[src/rtl/bcd_pkg.sv]
// Shared BCD definitions used by the decade counter, adder and display blocks.
package bcd_pkg;

  localparam int         DIGIT_W = 4;
  localparam logic [3:0] BCD_MAX = 4'd9;
  localparam logic [3:0] BCD_MIN = 4'd0;

  function automatic logic digitValid(input logic [3:0] nibble);
    return nibble <= BCD_MAX;
  endfunction

endpackage

[src/rtl/bcd_updown_counter_if.sv]
// Control and data bundle of one counter stage; master drives, slave counts.
interface bcd_updown_counter_if #(
  parameter int N_DIGITS = 4
);
  import bcd_pkg::*;

  logic                          ei;
  logic                          up;
  logic                          load;
  logic [DIGIT_W*N_DIGITS-1:0]   din;
  logic [DIGIT_W*N_DIGITS-1:0]   q;
  logic                          eu;
  logic                          err;

  modport master (output ei, up, load, din, input q, eu, err);
  modport slave  (input ei, up, load, din, output q, eu, err);

endinterface

[src/rtl/bcd_digit_updown.sv]
// One combinational decade digit: steps up or down when cin is set and
// reports carry/borrow when it crosses the 9/0 boundary.
module bcd_digit_updown
  import bcd_pkg::*;
(
  input  logic [3:0] d,
  input  logic       cin,
  input  logic       up,
  output logic [3:0] nd,
  output logic       cout
);

  always_comb begin
    nd = d;
    if (cin) begin
      if (up) begin
        nd = (d == BCD_MAX) ? BCD_MIN : d + 4'd1;
      end else begin
        nd = (d == BCD_MIN) ? BCD_MAX : d - 4'd1;
      end
    end
  end

  assign cout = cin & (up ? (d == BCD_MAX) : (d == BCD_MIN));

endmodule

[src/rtl/bcd_updown_counter.sv]
// Cascadable N-digit BCD up/down counter with validated parallel load and
// selectable wrap or saturate behaviour at the all-9 / all-0 boundary.
module bcd_updown_counter
  import bcd_pkg::*;
#(
  parameter int N_DIGITS = 4,
  parameter bit WRAP     = 1'b1
) (
  input  logic                  clock,
  input  logic                  reset,
  bcd_updown_counter_if.slave   bus
);

  localparam int W = DIGIT_W * N_DIGITS;

  logic [W-1:0]        q_q, q_d;
  logic                err_q, err_d;
  logic [W-1:0]        stepped;
  logic [N_DIGITS:0]   carry;
  logic                loadValid;
  logic                atBoundary;

  // The chain is seeded with 1 so it always holds the stepped value; ei only
  // decides whether that value is committed.
  assign carry[0] = 1'b1;

  for (genvar k = 0; k < N_DIGITS; k++) begin : gDigit
    bcd_digit_updown uDigit (
      .d    (q_q[DIGIT_W*k +: DIGIT_W]),
      .cin  (carry[k]),
      .up   (bus.up),
      .nd   (stepped[DIGIT_W*k +: DIGIT_W]),
      .cout (carry[k+1])
    );
  end

  assign atBoundary = carry[N_DIGITS];

  always_comb begin
    loadValid = 1'b1;
    for (int k = 0; k < N_DIGITS; k++) begin
      if (!digitValid(bus.din[DIGIT_W*k +: DIGIT_W])) begin
        loadValid = 1'b0;
      end
    end
  end

  // Saturating counters refuse the step that would cross the boundary.
  always_comb begin
    q_d   = q_q;
    err_d = 1'b0;
    if (bus.load) begin
      if (loadValid) begin
        q_d = bus.din;
      end else begin
        err_d = 1'b1;
      end
    end else if (bus.ei) begin
      if (WRAP || !atBoundary) begin
        q_d = stepped;
      end
    end
  end

  always_ff @(posedge clock) begin
    if (reset) begin
      q_q   <= '0;
      err_q <= 1'b0;
    end else begin
      q_q   <= q_d;
      err_q <= err_d;
    end
  end

  assign bus.q   = q_q;
  assign bus.err = err_q;
  assign bus.eu  = bus.ei & ~bus.load & ~reset & atBoundary;

endmodule

[src/flat_wrapper.sv]
// flat-port wrapper written by rule: the top's interface ports become plain ports
module bcd_updown_counter_flat import bcd_pkg::*;
#(
  parameter int N_DIGITS = 4,
  parameter bit WRAP     = 1'b1
)
  (clock, reset, bus_ei, bus_up, bus_load, bus_din, bus_q, bus_eu, bus_err);
  bcd_updown_counter_if #(.N_DIGITS(N_DIGITS)) bus_i ();
  input  logic clock;
  input  logic reset;
  input wire logic [$bits(bus_i.ei)-1:0] bus_ei;
  input wire logic [$bits(bus_i.up)-1:0] bus_up;
  input wire logic [$bits(bus_i.load)-1:0] bus_load;
  input wire logic [$bits(bus_i.din)-1:0] bus_din;
  output wire logic [$bits(bus_i.q)-1:0] bus_q;
  output wire logic [$bits(bus_i.eu)-1:0] bus_eu;
  output wire logic [$bits(bus_i.err)-1:0] bus_err;
  assign bus_i.ei = bus_ei;
  assign bus_i.up = bus_up;
  assign bus_i.load = bus_load;
  assign bus_i.din = bus_din;
  assign bus_q = bus_i.q;
  assign bus_eu = bus_i.eu;
  assign bus_err = bus_i.err;
  bcd_updown_counter #(.N_DIGITS(N_DIGITS), .WRAP(WRAP)) u_core (.clock(clock), .reset(reset), .bus(bus_i));
endmodule
[config.mk]
export PLATFORM = sky130hd
export DESIGN_NAME = bcd_updown_counter_flat
export DESIGN_NICKNAME = d
export VERILOG_FILES = /design/src/rtl/bcd_pkg.sv /design/src/rtl/bcd_updown_counter_if.sv /design/src/rtl/bcd_digit_updown.sv /design/src/rtl/bcd_updown_counter.sv /design/src/flat_wrapper.sv
export SDC_FILE = /design/constraint.sdc
export NUM_CORES = 1
export LEC_CHECK = 0
export BUFFER_PORTS_ARGS = -buffer_cell sky130_fd_sc_hd__buf_2
export CAP_MARGIN = 20
export CORE_ASPECT_RATIO = 0.8
export CORE_MARGIN = 2
export CORE_UTILIZATION = 45
export CTS_CLUSTER_DIAMETER = 40
export DETAILED_ROUTE_END_ITERATION = 16
export PLACE_DENSITY = 0.7
export SLEW_MARGIN = 20
export SYNTH_ARGS = -nofsm -noshare
export SYNTH_HDL_FRONTEND = slang
export SYNTH_SLANG_ARGS = --single-unit
export TNS_END_PERCENT = 30
[constraint.sdc]
create_clock -name clock -period 2.9 [get_ports clock]
set_clock_uncertainty 0.2 [all_clocks]
set_input_delay 0.58 -clock clock [delete_from_list [all_inputs] [get_ports clock]]
set_output_delay 0.58 -clock clock [all_outputs]
set_load 0.01 [all_outputs]
### Word level (Yosys, flattened, before mapping)

Index checks and enable logic that the tools add are counted.

* add/sub/neg operators: 8
* multiply operators: 0
* divide/modulo/power cells: 0
* magnitude comparators: 4
* equality and inequality tests: 5
* shifts and indexed selects: 0
* muxes and demuxes: 27
* bitwise operators: 8
* reductions and logical operators: 13

Operators by type and width (count)
* two-way mux 4 bit: 15
* two-way mux 16 bit: 3
* adder 4 x 1 -> 4 bit, second input constant: 4
* == test 4 bit, second input constant: 4
* less-or-equal comparator 4 bit, second input constant: 4
* zero test 4 bit: 4
* subtractor 4 x 1 -> 4 bit, second input constant: 4
* two-way mux 1 bit: 9
* AND reduction 3 bit: 3
* nonzero test 2 bit: 4
* bitwise AND 1 bit: 6
* != test 2 x 1 -> 1 bit, second input constant: 1
* inverter 1 bit: 2
* AND reduction 2 bit: 1
* OR reduction 2 bit: 1

* bits in registers: 17
* bits in latches: 0
* bits in writable memories: 0
* memory bits (read-only): 0
* input port bits: 21
* output and inout bits: 18
* word-level logic and storage cells: 70
* memories: 0

### Longest topological paths before layout

* word-level depth: 7
* mapped depth: 7
* mapped depth without buffers: 5

### Cells and area by module

From an unflattened synthesis, not the netlist that was laid out.

* cell total of the unflattened synthesis: 229
* area total of the unflattened synthesis: 1995.7 um^2

By module, submodules not included
* bcd_updown_counter: instances 1, cells an instance 105, area an instance 1129.8 um^2, seq. area each 340.3 um^2
* bcd_digit_updown: instances 4, cells an instance 31, area an instance 216.5 um^2, seq. area each 0.0 um^2

### Least setup slack after synthesis

Ideal clock, no wire load.

* path kind: input -> output
* start: input port bus_up
* end: output port bus_eu
* arrival time: 1.702 ns
* required time: 2.120 ns
* setup slack: 0.418 ns
* stages: 5
* buffers on the path: 2
* cell sequence: clkbuf_1 clkbuf_1 and3_1 o21ai_0 nor4_1

* longest elaborated chain between the ends: 5
* elaborated cells between the ends (all ways): 8

Ends and longest elaborated chain
* start: declaration: line flat_wrapper.sv:12 `input wire logic [$bits(bus_i.up)-1:0] bus_up;`
* two-way mux 1 bit: line bcd_digit_updown.sv:24 `assign cout = cin & (up ? (d == BCD_MAX) : (d == BCD_MIN));`
* bitwise AND 1 bit (2 in a row): line bcd_digit_updown.sv:24
* bitwise AND 1 bit (*): line bcd_digit_updown.sv:24
* bitwise AND 1 bit (*): line bcd_updown_counter.sv:77 `assign bus.eu = bus.ei & ~bus.load & ~reset & atBoundary;`
* end: declaration: line flat_wrapper.sv:16 `output wire logic [$bits(bus_i.eu)-1:0] bus_eu;`

Mark *: on every way between the ends. The rest lies on a longest branch, timed or not.

### Worst setup path after layout

Same ends and word-level chain as after synthesis.

==> flow_summary.ini <==
[cts]
tritoncts = done
ctsHtreeMaxLevel = 1
clock_insertion_delay_worst_skew_ns = 0.25
worst_setup_hold_path_clk_slew_ns = 0.06
cts-root-buf = clkbuf_8
postCtsSetupBuffers = 0
clockBufferDepth = 2
cts_resized = 0
cts_made_buffers = 3
clock_sinks = 17
cts_hold_bufs = 0

[yosys]
ys_ff_latch = 17
yosys_warnings = 0
synthDominantCellAreaShare_pct = 23.0
synth_flop_cell = dfxtp_1
yosys.area.top_type = dfxtp_1
ys_types = 54
post_synth.cell_area_avg_um2 = 7.19
synth_async_sr_flop_share_pct = 0
post_synth_instance_area_um2 = 1480
synth_edf_count = 0
cell_types_occupying_the_most_area_after_synthesis = dfxtp_1 (23%), o21ai_0 (6.4%), clkbuf_1 (5.1%)
syn_inst = 206
synth_sequential_area_ratio_pct = 23.0
syn_nets = 227

[worst_setup_path]
slowest_delay_ns = 0.37
worst_r2r_path_depth = 5
endpoint_of_the_worst_slack_reg_to_reg_timing_path = u_core.bus.q[14]
cells_traversed_along_the_worst_timing_path = buf_2 > and3_4 > nor2_1 > nor4_1 > buf_2
cp_endpoint = bus_eu
startpoint_type = input pin
worst_setup_path_end_kind = output pin
worst_r2r_startpoint = u_core.bus.q[0]
cp_num_buf_inv = 2
crit_family = simple AND/OR/NAND/NOR gates
critical_path.startpoint = bus_up
worstSetupPathDepth = 5
critical-path-top-cell-by-count = buf_2
worst-path-max-fanout = 29
cpMaxStageDelayCell = buf_2
cp.required_ns = 2.12
path_class = in2out
setup.reg_to_reg.worst_slack_ns = 0.57
cp.arrival_ns = 1.82

[global_routing]
antenna_found_initial = 0
first_global_vias = 1382
grt_start_max_net_pins = 30
wire_length_of_the_first_global_routing_pass_um = 6640
track_usage_pct = 22.1
overflow = 0

[layout]
finish.cell_count_without_fillers = 274
layout-area-overhead-vs-synth_pct = 17.5
mostFrequentLayoutCell = buf_2
diodes = 0
final_nets = 256
post_route_cells_drive_above_1_share_pct = 23.5
layout_common_cells = buf_2 (38), o21ai_0 (19), dfxtp_1 (17)

[placed_design]
dpl.cell_count = 270
globalplace.congestion = 0.859
dp.final_hpwl_um = 2760
port-buffer-count = 38
post-place-ws_ns = 0.182

[sta]
setup_slack_ns = 0.298
report.final.hold_viol_count = 0
maxClockFrequency_mhz = 384
timing_worst_slew_pin_value_ns = 0.533
slew_headroom_pct = 64.3
period_needed_ns = 2.60
rsz0062_at_grt = no
tns_ns = 0
final_min_period_over_clock_period_pct = 89.7
setup_viol = 0
final_max_slew_viol_count = 0

[die]
ios = 39
row_count = 18
die_x_um = 68.2
fp.coreArea_um2 = 3110
initial_utilization_pct = 47.7
die_area_um2 = 3770
chipHeight_um = 55.3

[route]
vias = 1670
first_pass_iters = 4
final_antenna_net_count = 0
drt_iter0_drc = 183
drt-vias-per-instance = 6.09
routed_wl_um = 3890
drc = 0
avgRoutedWirePerCell_um = 14.2

[outcome]
outcome = complete, no violations

[worst_hold_path]
worst_min_delay_path_category = in2reg
min_from = bus_din[4]

[power]
power_per_cell_area_nw_per_um2 = 364
leakage_nw = 0.714
irDropWorstVdd_mv = 0.222

[run]
drv_cap = 0
worst min-delay path by stage:
stage	end	slack, ns	cells after the start
finish	u_core.bus.q[4]	0.39	3
global route	u_core.bus.q[8]	0.41	3
CTS	u_core.bus.q[4]	0.39	3
detailed placement	u_core.bus.q[13]	0.39	2
global placement	u_core.bus.q[10]	0.38	2
floorplan	u_core.bus.q[7]	0.39	2
synthesized netlist by cell type (all sizes together), types with 2 or more instances:
master,count
nand3,7
dfxtp,17
a21oi,10
o32ai,2
nor3,13
o221ai,2
a211oi,2
or3,3
nand3b,2
xnor2,2
o211ai,5
o21a,2
nand4,4
nor4,3
o22ai,3
nor2b,2
o31ai,5
o2111ai,2
a31oi,2
inv,8
and3,7
o21ai,21
and2,2
a221oi,3
a21o,2
nand2b,3
a311oi,5
clkbuf,20
mux2i,2
nor2,14
a21boi,2
xor2,4
nand2,9
state kept, by name, indices dropped and copies added (netlist names):
name,cells
u_core.bus.q,16
u_core.bus.err,1
area by class of cell:
type | instances | area (µm²)
multi-input combinational | 159 | 1030
inverter | 9 | 33.8
timing repair buffer | 45 | 243
clock buffer | 4 | 45.0
fill | 314 | 1370
sequential | 17 | 340
tap | 40 | 50.0
through the flow:
step | power [mW] | utilization (%) | hold WS (ns) | instance area [µm²]
detailed placement | 0.459 | 54.5 | 0.393 | 1700
global route | 0.680 | 56.0 | 0.405 | 1740
CTS | 0.637 | 56.0 | 0.393 | 1740
floorplan | 0.400 | - | 0.390 | 1480
global placement | 0.459 | 54.5 | 0.382 | 1700
finish | 0.633 | 56.0 | 0.394 | 1740
kinds of logic (layout without fill, tap and decap cells):
| group | after synthesis | in the layout | share of synthesized area, % |
|---|---|---|---|
| simple gates | 76 | 76 | 28.8 |
| flops | 17 | 17 | 23.0 |
| buf+inv | 30 | 58 | 7.60 |
| compound gates | 75 | 75 | 35.7 |
| xor+xnor | 6 | 6 | 3.55 |
| mux | 2 | 2 | 1.35 |
metal layers:
metal | vias up | GRT usage (%) | wire length (µm)
li1 | 845 | - | -
met1 | 761 | 35.7 | 1930
met2 | 64 | 29.8 | 1700
met3 | 0 | 4.89 | 258
met4 | 0 | 3.43 | 0
met5 | - | 0 | 0
worst register-to-register path: cells and delay by family (launching register included):
family             cells  cell delay [ns]
AOI/OAI and AO/OA      3             0.64
DFF                    1             0.56
and+or+nand+nor        2             0.87
power by group:
part	internal, mW	switching [mW]	leakage [nW]	total [mW]
registers	0.247	0.0319	0.139	0.279
clock network	0.0976	0.0803	0.0228	0.178
logic	0.0780	0.0982	0.553	0.176
total	0.423	0.210	0.714	0.633
Note: power is estimated with default switching activity, not from simulation.
